### src/rtl/nand_cmd_sequencer_if.sv
// rtl/nand_cmd_sequencer_if.sv - request, latch-unit and R/B# signals of the NAND command sequencer
interface nand_cmd_sequencer_if;
  logic        req_valid;
  logic        req_ready;
  logic [7:0]  req_cmd1;
  logic [2:0]  req_naddr;
  logic [39:0] req_addr;
  logic        req_has_cmd2;
  logic [7:0]  req_cmd2;
  logic        req_wait_rb;
  logic        done;
  logic        error;
  logic        busy;
  logic        lu_activate;
  logic [15:0] lu_data;
  logic        lu_type;
  logic        lu_busy;
  logic        nand_rb;

  modport slave (
    input  req_valid, req_cmd1, req_naddr, req_addr, req_has_cmd2, req_cmd2, req_wait_rb,
    input  lu_busy, nand_rb,
    output req_ready, done, error, busy, lu_activate, lu_data, lu_type
  );

  modport master (
    output req_valid, req_cmd1, req_naddr, req_addr, req_has_cmd2, req_cmd2, req_wait_rb,
    output lu_busy, nand_rb,
    input  req_ready, done, error, busy, lu_activate, lu_data, lu_type
  );
endinterface

### src/rtl/nand_cmd_sequencer.sv
// rtl/nand_cmd_sequencer.sv - sequences one NAND command/address transaction through a latch unit
module nand_cmd_sequencer #(
  parameter int T_WB        = 20,
  parameter int RB_TIMEOUT  = 1048576,
  parameter int ACK_TIMEOUT = 4
) (
  input logic                 clk,
  input logic                 nreset,
  nand_cmd_sequencer_if.slave bus
);

  // One counter is shared by the ACK wait, the t_WB wait and the R/B# wait;
  // they never overlap, so it is sized for the largest of them.
  localparam int CNT_W = $clog2(RB_TIMEOUT + T_WB + ACK_TIMEOUT + 1);

  typedef enum logic [2:0] {
    S_IDLE, S_CMD1, S_ADDR, S_CMD2, S_WB, S_WAIT_RB, S_DONE
  } state_t;

  typedef enum logic [1:0] {
    P_ISSUE, P_ACK, P_RELEASE
  } phase_t;

  state_t             state, state_n;
  phase_t             phase, phase_n;
  logic [2:0]         idx, idx_n;
  logic [CNT_W-1:0]   cnt, cnt_n;
  logic               err_r, err_n;

  logic [7:0]         cmd1_r;
  logic [2:0]         naddr_r;
  logic [39:0]        addr_r;
  logic               has_cmd2_r;
  logic [7:0]         cmd2_r;
  logic               wait_rb_r;

  logic               rb_meta, rb_sync;
  logic [7:0]         addr_byte;
  logic [7:0]         lu_byte;
  logic               latch_state;
  logic               illegal;
  logic               accept;

  assign accept      = (state == S_IDLE) && bus.req_valid;
  assign illegal     = (naddr_r > 3'd5);
  assign latch_state = (state == S_CMD1) || (state == S_ADDR) || (state == S_CMD2);

  // Two-flop synchroniser for the asynchronous R/B# pin; idles at "ready".
  always_ff @(posedge clk or negedge nreset) begin
    if (!nreset) begin
      rb_meta <= 1'b1;
      rb_sync <= 1'b1;
    end else begin
      rb_meta <= bus.nand_rb;
      rb_sync <= rb_meta;
    end
  end

  // Capture the whole request on acceptance; inputs are ignored afterwards.
  always_ff @(posedge clk or negedge nreset) begin
    if (!nreset) begin
      cmd1_r     <= '0;
      naddr_r    <= '0;
      addr_r     <= '0;
      has_cmd2_r <= 1'b0;
      cmd2_r     <= '0;
      wait_rb_r  <= 1'b0;
    end else if (accept) begin
      cmd1_r     <= bus.req_cmd1;
      naddr_r    <= bus.req_naddr;
      addr_r     <= bus.req_addr;
      has_cmd2_r <= bus.req_has_cmd2;
      cmd2_r     <= bus.req_cmd2;
      wait_rb_r  <= bus.req_wait_rb;
    end
  end

  // FSM state, handshake sub-phase, byte index, shared counter and error flag.
  always_ff @(posedge clk or negedge nreset) begin
    if (!nreset) begin
      state <= S_IDLE;
      phase <= P_ISSUE;
      idx   <= '0;
      cnt   <= '0;
      err_r <= 1'b0;
    end else begin
      state <= state_n;
      phase <= phase_n;
      idx   <= idx_n;
      cnt   <= cnt_n;
      err_r <= err_n;
    end
  end

  // Select the address byte for the current index (byte 0 goes out first).
  always_comb begin
    addr_byte = 8'h00;
    case (idx)
      3'd0:    addr_byte = addr_r[7:0];
      3'd1:    addr_byte = addr_r[15:8];
      3'd2:    addr_byte = addr_r[23:16];
      3'd3:    addr_byte = addr_r[31:24];
      3'd4:    addr_byte = addr_r[39:32];
      default: addr_byte = 8'h00;
    endcase
  end

  // Next-state logic and all outputs.
  always_comb begin
    state_n         = state;
    phase_n         = phase;
    idx_n           = idx;
    cnt_n           = cnt;
    err_n           = err_r;
    lu_byte         = 8'h00;
    bus.lu_type     = 1'b0;
    bus.lu_activate = 1'b0;
    bus.req_ready   = (state == S_IDLE);
    bus.busy        = (state != S_IDLE);
    bus.done        = (state == S_DONE);
    bus.error       = (state == S_DONE) && err_r;

    // Data and type are a function of the state only, so they hold for the
    // whole ISSUE/ACK/RELEASE span of a byte.
    case (state)
      S_CMD1: begin lu_byte = cmd1_r;    bus.lu_type = 1'b1; end
      S_ADDR: begin lu_byte = addr_byte; bus.lu_type = 1'b0; end
      S_CMD2: begin lu_byte = cmd2_r;    bus.lu_type = 1'b1; end
      default: ;
    endcase

    case (state)
      S_IDLE: begin
        if (bus.req_valid) begin
          state_n = S_CMD1;
          phase_n = P_ISSUE;
          idx_n   = '0;
          cnt_n   = '0;
          err_n   = 1'b0;
        end
      end

      S_CMD1, S_ADDR, S_CMD2: begin
        case (phase)
          P_ISSUE: begin
            // An illegal address count is caught before any latch activity.
            if ((state == S_CMD1) && illegal) begin
              state_n = S_DONE;
              err_n   = 1'b1;
            end else begin
              bus.lu_activate = 1'b1;
              phase_n         = P_ACK;
              cnt_n           = '0;
            end
          end
          P_ACK: begin
            if (bus.lu_busy) begin
              phase_n = P_RELEASE;
            end else if (cnt == CNT_W'(ACK_TIMEOUT - 1)) begin
              state_n = S_DONE;
              err_n   = 1'b1;
            end else begin
              cnt_n = cnt + 1'b1;
            end
          end
          default: begin
            // RELEASE: the cycle spent here is the gap before the next ISSUE.
            if (!bus.lu_busy) begin
              phase_n = P_ISSUE;
              cnt_n   = '0;
              if ((state == S_CMD1) && (naddr_r != 3'd0)) begin
                state_n = S_ADDR;
                idx_n   = '0;
              end else if ((state == S_ADDR) && (idx != naddr_r - 3'd1)) begin
                idx_n = idx + 3'd1;
              end else if ((state != S_CMD2) && has_cmd2_r) begin
                state_n = S_CMD2;
              end else begin
                state_n = S_WB;
              end
            end
          end
        endcase
      end

      S_WB: begin
        if (cnt == CNT_W'(T_WB - 1)) begin
          cnt_n   = '0;
          state_n = wait_rb_r ? S_WAIT_RB : S_DONE;
        end else begin
          cnt_n = cnt + 1'b1;
        end
      end

      S_WAIT_RB: begin
        if (rb_sync) begin
          state_n = S_DONE;
        end else if (cnt == CNT_W'(RB_TIMEOUT - 1)) begin
          state_n = S_DONE;
          err_n   = 1'b1;
        end else begin
          cnt_n = cnt + 1'b1;
        end
      end

      default: begin
        state_n = S_IDLE;
      end
    endcase

    bus.lu_data = {8'h00, lu_byte};
  end

endmodule

### src/flat_wrapper.sv
// flat-port wrapper written by rule: the top's interface ports become plain ports
module nand_cmd_sequencer_flat 
#(
  parameter int T_WB        = 20,
  parameter int RB_TIMEOUT  = 1048576,
  parameter int ACK_TIMEOUT = 4
)
  (clk, nreset, bus_req_valid, bus_req_cmd1, bus_req_naddr, bus_req_addr, bus_req_has_cmd2, bus_req_cmd2, bus_req_wait_rb, bus_lu_busy, bus_nand_rb, bus_req_ready, bus_done, bus_error, bus_busy, bus_lu_activate, bus_lu_data, bus_lu_type);
  nand_cmd_sequencer_if bus_i ();
  input logic clk;
  input logic nreset;
  input wire logic [$bits(bus_i.req_valid)-1:0] bus_req_valid;
  input wire logic [$bits(bus_i.req_cmd1)-1:0] bus_req_cmd1;
  input wire logic [$bits(bus_i.req_naddr)-1:0] bus_req_naddr;
  input wire logic [$bits(bus_i.req_addr)-1:0] bus_req_addr;
  input wire logic [$bits(bus_i.req_has_cmd2)-1:0] bus_req_has_cmd2;
  input wire logic [$bits(bus_i.req_cmd2)-1:0] bus_req_cmd2;
  input wire logic [$bits(bus_i.req_wait_rb)-1:0] bus_req_wait_rb;
  input wire logic [$bits(bus_i.lu_busy)-1:0] bus_lu_busy;
  input wire logic [$bits(bus_i.nand_rb)-1:0] bus_nand_rb;
  output wire logic [$bits(bus_i.req_ready)-1:0] bus_req_ready;
  output wire logic [$bits(bus_i.done)-1:0] bus_done;
  output wire logic [$bits(bus_i.error)-1:0] bus_error;
  output wire logic [$bits(bus_i.busy)-1:0] bus_busy;
  output wire logic [$bits(bus_i.lu_activate)-1:0] bus_lu_activate;
  output wire logic [$bits(bus_i.lu_data)-1:0] bus_lu_data;
  output wire logic [$bits(bus_i.lu_type)-1:0] bus_lu_type;
  assign bus_i.req_valid = bus_req_valid;
  assign bus_i.req_cmd1 = bus_req_cmd1;
  assign bus_i.req_naddr = bus_req_naddr;
  assign bus_i.req_addr = bus_req_addr;
  assign bus_i.req_has_cmd2 = bus_req_has_cmd2;
  assign bus_i.req_cmd2 = bus_req_cmd2;
  assign bus_i.req_wait_rb = bus_req_wait_rb;
  assign bus_i.lu_busy = bus_lu_busy;
  assign bus_i.nand_rb = bus_nand_rb;
  assign bus_req_ready = bus_i.req_ready;
  assign bus_done = bus_i.done;
  assign bus_error = bus_i.error;
  assign bus_busy = bus_i.busy;
  assign bus_lu_activate = bus_i.lu_activate;
  assign bus_lu_data = bus_i.lu_data;
  assign bus_lu_type = bus_i.lu_type;
  nand_cmd_sequencer #(.T_WB(T_WB), .RB_TIMEOUT(RB_TIMEOUT), .ACK_TIMEOUT(ACK_TIMEOUT)) u_core (.clk(clk), .nreset(nreset), .bus(bus_i));
endmodule
### config.mk
export PLATFORM = sky130hd
export DESIGN_NAME = nand_cmd_sequencer_flat
export DESIGN_NICKNAME = d
export VERILOG_FILES = /design/src/rtl/nand_cmd_sequencer_if.sv /design/src/rtl/nand_cmd_sequencer.sv /design/src/flat_wrapper.sv
export SDC_FILE = /design/constraint.sdc
export NUM_CORES = 1
export LEC_CHECK = 0
export CORE_MARGIN = 1.5
export CORE_UTILIZATION = 55
export CTS_BUF_LIST = sky130_fd_sc_hd__clkbuf_8
export DETAILED_ROUTE_END_ITERATION = 8
export PLACE_DENSITY_LB_ADDON = 0.25
export SLEW_MARGIN = 20
export SYNTH_ARGS = -nofsm -noshare
export SYNTH_HDL_FRONTEND = slang
export SYNTH_SLANG_ARGS = --single-unit
### constraint.sdc
create_clock -name clk -period 2.75 [get_ports clk]
set_clock_uncertainty 0.05 [all_clocks]
set_input_delay 0.55 -clock clk [delete_from_list [all_inputs] [get_ports clk]]
set_output_delay 0.55 -clock clk [all_outputs]
set_load 0.03 [all_outputs]
## Word level (Yosys, flattened, before mapping)

Index checks and enable logic that the tools add are counted.

| storage, ports and cells | value |
|---|---|
| input bits | 66 |
| logic and storage cells | 124 |
| bits in registers | 93 |
| output and inout bits | 22 |

| cells by class | value |
|---|---|
| reduce and logical (&&, ||, !) cells | 22 |
| $lt $le $gt $ge | 1 |
| eq/ne operators | 35 |
| multiplexer cells | 50 |
| add/sub/neg operators | 3 |

Operators by type and width:

| operator | number |
|---|---|
| $mux 21 | 8 |
| $pmux 21 s4 | 1 |
| $mux 3 | 16 |
| $pmux 21 s2 | 1 |
| $pmux 8 s5 | 1 |
| $pmux 8 s3 | 1 |
| $reduce_and 8->1 | 3 |
| $add 21x1->21 const B | 1 |
| $eq 21x2->1 const B | 1 |
| $eq 21x20->1 const B | 1 |
| $eq 21x5->1 const B | 1 |
| $eq 3x2->1 const B | 4 |
| $eq 3x3->1 const B | 4 |
| $ne 3x2->1 const B | 4 |
| $ne 3x3->1 const B | 4 |
| $pmux 3 s2 | 2 |
| $pmux 3 s4 | 1 |
| $mux 1 | 10 |
| $mux 2 | 5 |
| $ne 2x2->1 const B | 5 |
| $reduce_and 5->1 | 2 |
| $ne 3x1->1 const B | 3 |
| $reduce_bool 3->1 | 3 |
| $pmux 2 s2 | 2 |
| 18 further kinds | 27 |

## Depth between registers and ports, before layout

Gate-level depths: netlist (run 1).

| logic depth | value |
|---|---|
| word-level depth | 8 |
| depth in mapped cells | 9 |

## Least setup slack after synthesis (run 1)

Ideal clock, no wire load.

| path | value |
|---|---|
| path type | register to output |
| start | reg u_core.idx[0] |
| end | out bus_lu_data[0] |
| arrival time | 2.241 ns |
| slack | -0.091 ns |
| cell stages (with the launch flop) | 6 |
| data required time | 2.150 ns |
| cell sequence | dfrtp_1 -> ha_1 -> ha_1 -> buf_1 -> o41ai_1 -> o22ai_1 |

| between the ends | value |
|---|---|
| longest elaborated chain between the ends | 3 |
| elaborated cells between the ends (all ways) | 7 |
| classes of those cells | 4 x eq/ne; 2 x mux; 1 x reduce/logical |

Ends and longest elaborated chain:

| item | RTL line | source |
|---|---|---|
| from (decl) | nand_cmd_sequencer.sv:26 | `logic [2:0] idx, idx_n;` |
| from (signal assigned) | nand_cmd_sequencer.sv:89 | `idx <= idx_n;` |
| $eq 3x3->1 (tied with other cells) | nand_cmd_sequencer.sv:98 | `case (idx)` |
| $pmux 8 s5 (*) | nand_cmd_sequencer.sv:98 |  |
| $pmux 8 s3 (*) | nand_cmd_sequencer.sv:125 | `case (state)` |
| to (decl) | flat_wrapper.sv:26 | `output wire logic [$bits(bus_i.lu_data)-1:0] bus_lu_data;` |

Every way passes the cells marked *; elsewhere a longest branch is shown, timed or not.

## Final worst setup path (run 1)

| path | value |
|---|---|
| start | reg u_core.idx[1] |
| end | out bus_lu_data[3] |

The elaborated chain is that of the path after synthesis.

==> metrics.md, run 1 <==
| Metric | Value |
|---|---|
| Status | finished, violations left |
| Failing checks | negative setup slack |
| Switching power | 3.152 mW |
| Vias in the first global route | 4153 |
| Crit. path cell count | 7 |
| Power per Cell Area | 1150 nW/um2 |
| First-pass GRT wire length | 20020 um |
| Die W | 97.68 um |
| Synth area leader | dfrtp_1 |
| Final Worst Setup Slack | -38.71 ps |
| Synth Instances | 462 |
| Vias per Instance | 6.096 |
| Hold slack | 341.8 ps |
| Final Setup Violations | 7 |
| Adder-cell share of the synthesized area | 2.030% |
| Mapped cell area | 4930 um2 |
| M2 GR Usage | 45.51% |
| CTS buffer count | 9 |
| Residual DRC | 0 |
| Netlist cell types | 54 |
| WP data required | 2150 ps |
| R2R cell count | 7 |
| Largest family of logic cells by synthesized area | multiplexers |
| Setup WS pre-CTS | -233.2 ps |
| Asr flop ratio synth | 100.0% |
| Critical Path, Cell by Cell | inv_1, ha_4, nor2b_4, a222oi_1, a21boi_1, o22ai_1, buf_4 |
| Critical Path Start Type | register |
| Maximum vdd ir drop | 800.4 uV |
| Routing usage on met3 | 5.036% |
| Setup CP Type | register to output pin |
| Gr busiest metal | met2 |
| H-tree depth | 3 |
| Final Critical Period | 2789 ps |
| N_diodes | 0 |
| Yosys warnings | 0 |
| Final period util | 101.4% |
| Critical path buffers and inverters | 2 |
| Area delta synth->final | 30.41% |
| Leakage Power | 2.731 nW |
| Yosys top cell area share | 46.19% |
| Mux cell area share after synthesis | 16.65% |
| Top_reg_cell synth | dfrtp_1 |
| Largest cells by area after synthesis | dfrtp_1, mux2_2, nand2_1, a21oi_1, ha_1 |
| Sw frac | 42.65% |
| Pin count of the biggest net entering global routing | 76 |
| Row count | 34 |
| Post-Synth Simple-Gate Area | 13.81% |
| Count of clock tree sinks | 93 |
| PortBufs | 79 |
| Number of fill cells | 557 |
| GRT Residual Overflow | 0 |
| Die outline height | 97.68 um |
| CP arrival | 2190 ps |
| CTS tree | done |
| Min-Delay Path Class | register to register |
| Routed wire length per instance | 19.19 um |
| Sequential share of the synthesized area | 47.26% |
| Fraction of layout cells with a size suffix above 1 | 28.80% |
| Global-route usage over all layers | 26.31% |
| Syn Area/Cell | 10.67 um2 |
| Final Cell Area | 6429 um2 |
| Seq cells post-synth | 93 |
| Nets | 635 |
| Clk_lat worst skew | 370 ps |
| Starting Density | 56.53% |
| Hpwl dp | 8638 um |
| Starting DRT DRC Count | 335 |
| Initial antenna violation count | 0 |
| Slew Limit Fails | 0 |
| Die footprint | 9540 um2 |
| Max clock buf depth | 2 |
| Total internal power | 4.239 mW |
| Hold Crit Depth | 0 |
| Met1 GRT Util | 32.08% |
| Max-cap violations | 0 |
| RSZ-0062 raised after global routing | yes |
| Root Buffer | clkbuf_8 |
| Max incr delay on CP | 420 ps |
| Routability Congestion | 0.9053 |
| Post-synthesis compound-gate area fraction | 14.70% |
| Crit-path leading delay family | compound AO/OA/AOI/OAI gates |
| Via count | 4109 |
| Synth Area in XOR/XNOR | 0.7107% |
| Final Hold Fails | 0 |
| Post-synth EDFFs | 0 |
| CP max FO | 5 |
| Power share of the combinational group | 56.2% |
| Worst Setup End Kind | output pin |
| CP max stage cell | dfrtp_1 |
| Core area | 8721 um2 |
| Fmax | 0.3586 GHz |
| Core Util, Final | 73.72% |
| # IOs | 88 |
| Reg power frac | 31.5% |
| TritonRoute pass-1 iters | 5 |
| Antenna viol nets, final | 0 |
| Reg clk slew, reported paths | 100 ps |
| Clk pwr share | 12.3% |
| DP Area | 5931 um2 |
| WL final | 12940 um |
==> placed cells by master, fill, tap and decap left out, types with 5 or more instances in the layout <==
cell	Yosys	routed
a21oi_1	20	20
mux2_2	64	64
conb_1	1	8
nor3_1	16	16
o21ai_1	11	11
o22ai_4	0	5
buf_6	1	6
o31ai_1	5	5
clkbuf_8	0	9
clkdlybuf4s50_1	0	67
o21ai_0	18	18
nand2_1	31	30
buf_4	10	32
dfrtp_1	91	89
nor2_1	26	26
inv_1	13	12
o22ai_1	10	5
mux2i_1	10	10
a22o_1	9	9
nand3_1	12	12
nand4_1	7	7
==> power by group through the flow <==
| stage | registers (mW) | clock network [mW] | logic, mW |
|---|---|---|---|
| after floorplan | 2.14 | 0 | 2.51 |
| after global placement | 2.28 | 0 | 3.43 |
| after CTS | 2.28 | 0.920 | 3.76 |
| after detailed placement | 2.29 | 0 | 3.52 |
| after global routing | 2.37 | 0.971 | 4.43 |
| final | 2.33 | 0.909 | 4.16 |
==> registers in the layout (all words and copies together) (netlist names) <==
signal	flops
u_core.addr_r	40
u_core.cnt	21
u_core.cmd1_r	8
u_core.cmd2_r	8
u_core.idx	3
u_core.naddr_r	3
u_core.state	3
u_core.phase	2
u_core.err_r	1
u_core.has_cmd2_r	1
u_core.rb_meta	1
u_core.rb_sync	1
u_core.wait_rb_r	1
==> path summary, 6_finish.rpt <==
check	from	endpoint	slack [ps]
setup / recovery	u_core.idx[1]$_DFFE_PN0P_	bus_lu_data[3]	-40
hold / removal	u_core.rb_meta$_DFF_PN1_	u_core.rb_sync$_DFF_PN1_	340
setup reg to reg	u_core.cnt[0]$_DFFE_PN0P_	u_core.state[1]$_DFFE_PN0P_	220
hold reg to reg	u_core.rb_meta$_DFF_PN1_	u_core.rb_sync$_DFF_PN1_	340
max in group asynchronous	nreset	u_core.idx[2]$_DFFE_PN0P_	1430
min in group asynchronous	nreset	u_core.cnt[16]$_DFFE_PN0P_	530
==> metal layers <==
layer	wire length (um)	share of wire, %
met1	5227	40
met2	6553	51
met3	751	5.8
met4	403	3.1
met5	0	0
==> cell type report <==
type | count | area [um2] | share of cell area [%]
Sequential cell | 93 | 2332 | 36.28
Clock buffer | 9 | 123.9 | 1.927
Tap cell | 108 | 135.1 | 2.102
Inverter | 14 | 52.55 | 0.8174
Multi-Input combinational cell | 331 | 2639 | 41.05
Timing Repair Buffer | 112 | 1082 | 16.84
Clock inverter | 7 | 63.81 | 0.9926
==> synth_stat cells, types with 3 or more instances <==
master     n
dfrtp_1   91
mux2_2    64
nand2_1   31
nor2_1    26
a21oi_1   20
o21ai_0   18
nor3_1    16
buf_2     14
inv_1     13
nand3_1   12
o21ai_1   11
buf_4     10
mux2i_1   10
o22ai_1   10
a22o_1     9
ha_1       8
nand4_1    7
nor2b_1    7
a22oi_1    6
a21boi_0   5
a221oi_1   5
and2_1     5
clkbuf_1   5
o31ai_1    5
a21o_1     4
and3_1     4
nand2b_1   4
nor4_1     4
a222oi_1   3
o41ai_1    3
==> cell families after synthesis <==
| family | after synthesis |
|---|---|
| flip-flops | 93 |
| XOR/XNOR | 4 |
| buffers and inverters | 46 |
| adder cells (fa/ha/maj) | 8 |
| AO/OA/AOI/OAI | 108 |
| AND/OR/NAND/NOR | 128 |
| other | 1 |
| multiplexers | 74 |
==> timing repair <==
| action | in CTS | in global routing |
|---|---|---|
| hold buffers | 1 | 0 |
| hold endpoints to repair | 15 | 0 |
| pin swaps | 2 | 6 |
| setup buffers | 4 | 1 |
| gates cloned | 0 | 1 |
| gates resized for setup | 68 | 26 |
| setup endpoints to repair | 10 | 11 |
==> metrics by stage <==
step | instances | setup TNS [ps] | total power, mW
2_1_floorplan | 469 | 0 | 4.644
3_3_place_gp | 651 | -909.0 | 5.712
3_5_place_dp | 651 | -1341 | 5.808
4_1_cts | 672 | 0 | 6.967
5_1_grt | 674 | -439.5 | 7.776
6_report | 674 | -172.7 | 7.391
(Power assumes the default switching activity.)
==> run 2: changes to the inputs <==
Settings changed: CORE_MARGIN 1.5 to 2.
==> run 2 against run 1 <==
Compared with the run above: the run still ends with negative setup slack left; setup slack gained 29 ps; register-to-register slack gained 30 ps; critical path type unchanged; critical endpoint unchanged; sequential cell count is the same.
==> metrics.md, run 2 (synthesized netlist as in run 1, its figures left out) <==
| Metric | Value |
|---|---|
| Worst Setup End Kind | output pin |
| Area delta synth->final | 26.35% |
| Final period util | 100.4% |
| N_diodes | 0 |
| Final Critical Period | 2760 ps |
| WL final | 12020 um |
| Max reg flops | 40 |
| Vias in the first global route | 4048 |
| Routability Congestion | 0.9193 |
| Antenna viol nets, final | 0 |
| Count of clock tree sinks | 93 |
| Maximum vdd ir drop | 900.9 uV |
| Hpwl dp | 8629 um |
| Clk_lat worst skew | 360 ps |
| WP data required | 2150 ps |
| Via count | 3956 |
| Hold-fix buffers, CTS | 0 |
| Core Util, Final | 71.42% |
| Nets | 629 |
| Failing checks | negative setup slack |
| TritonRoute pass-1 iters | 4 |
| CP max FO | 9 |
| Vias per Instance | 5.931 |
| Die outline height | 98.68 um |
| Slew Limit Fails | 0 |
| Residual DRC | 0 |
| Power per Cell Area | 1109 nW/um2 |
| Setup CP Type | register to output pin |
| Biggest regs | u_core.addr_r (40), u_core.cnt (21) |
| Min-Delay Path Class | input port to async pin |
| Status | finished, violations left |
| CP max stage cell | dfrtp_1 |
| H-tree depth | 3 |
| Starting Density | 56.53% |
| GRT Residual Overflow | 0 |
| Number of fill cells | 613 |
| Final Hold Fails | 0 |
| Core area | 8721 um2 |
| Hold slack | 116.9 ps |
| First-pass GRT wire length | 19780 um |
| Root Buffer | clkbuf_8 |
| Max-cap violations | 0 |
| R2R cell count | 7 |
| Final Worst Setup Slack | -9.907 ps |
| CP arrival | 2160 ps |
| Max incr delay on CP | 420 ps |
| Dpl cells | 651 |
| Row count | 34 |
| Fraction of layout cells with a size suffix above 1 | 26.83% |
| Rel. slew slack | 64.53% |
| # IOs | 88 |
| Largest Register | u_core.addr_r |
| Reg clk slew, reported paths | 90 ps |
| Post-CTS Setup Bufs | 0 |
| Max clock buf depth | 2 |
| Critical Path Start Type | register |
| Die footprint | 9737 um2 |
| Final Setup Violations | 1 |
| CTS tree | done |
| Power consumption | 6.910 mW |
| Pin count of the biggest net entering global routing | 66 |
| Fmax | 0.3623 GHz |
| Die W | 98.68 um |
| Global-route usage over all layers | 25.42% |
| Leakage Power | 2.697 nW |
| Commonest non-fill, non-tap cell in the layout | dfrtp_1 |
| Routed wire length per instance | 18.01 um |
| CTS buffer count | 9 |
| RSZ-0062 raised after global routing | yes |
| Initial antenna violation count | 0 |
| Critical Path, Cell by Cell | inv_1, ha_1, nor2b_4, a222oi_1, a21boi_1, o22ai_1, buf_4 |
| PortBufs | 79 |
| Most frequent cells in the layout | dfrtp_1, clkdlybuf4s50_1, mux2_2 |
| Starting DRT DRC Count | 199 |
| Non-filler cells, final | 667 |
| Actual slew at the worst max-slew pin | 532.0 ps |
-- run 2: worst paths after layout --
path / start / to / slack [ps]
max: u_core.idx[1]$_DFFE_PN0P_ / bus_lu_data[3] / -10
max reg2reg: u_core.cnt[0]$_DFFE_PN0P_ / u_core.state[1]$_DFFE_PN0P_ / 250
max in group asynchronous: nreset / u_core.rb_sync$_DFF_PN1_ / 1820
min in group clk: u_core.rb_meta$_DFF_PN1_ / u_core.rb_sync$_DFF_PN1_ / 310
min reg2reg: u_core.rb_meta$_DFF_PN1_ / u_core.rb_sync$_DFF_PN1_ / 310
min: nreset / u_core.wait_rb_r$_DFFE_PN0P_ / 120
-- run 2: timing repair --
item                                    4_1_cts  5_1_grt
endpoints found under the setup margin        8       11
gates resized for setup                      52       30
pin swaps                                     3        7
gates cloned                                  0        1
-- run 2: power by group --
group / internal [mW] / switching [mW]
logic: 1.78 / 1.93
clock network: 0.415 / 0.487
registers: 1.91 / 0.394
total: 4.10 / 2.81
-- run 2: final cells by class --
cell class	instances	area, um2	area share (%)
clock buffer	9	123.9	1.989
timing repair buffer	107	1025	16.45
clock inverter	6	65.06	1.045
multi-input combinational	330	2496	40.08
sequential	93	2331	37.42
tap	108	135.1	2.170
inverter	14	52.55	0.8437
-- run 2: per-stage QoR --
stage          setup slack (ps)  instance area (um2)  setup TNS [ps]
6_report                 -9.907                 6228          -9.907
5_1_grt                  -55.62                 6228          -140.0
4_1_cts                   2.185                 6142               0
3_5_place_dp             -244.4                 5946           -1546
3_3_place_gp             -175.2                 5946           -1011
2_1_floorplan             133.0                 4964               0
-- run 2: critical path: cells and delay by family, from the launching register on --
family	cells	cell delay [ps]
AO/OA/AOI/OAI	3	740
flip-flops	1	420
buffers and inverters	2	290
adder cells (fa/ha/maj)	1	190
AND/OR/NAND/NOR	1	160
-- run 2: metal layers --
layer  track usage, %  vias up  routed length [um]
met3            5.674       20                 816
li1                 -     1857                   -
met4            8.219        0                 245
met2            41.65      148                5868
met1            33.90     1931                5085
met5                0        -                   0
==> run 3: changes to the inputs <==
Settings changed: CTS_CLUSTER_SIZE from default to 8.
==> results of run 3 <==
The final DEF is identical to that of run 2; final timing and power are the same.
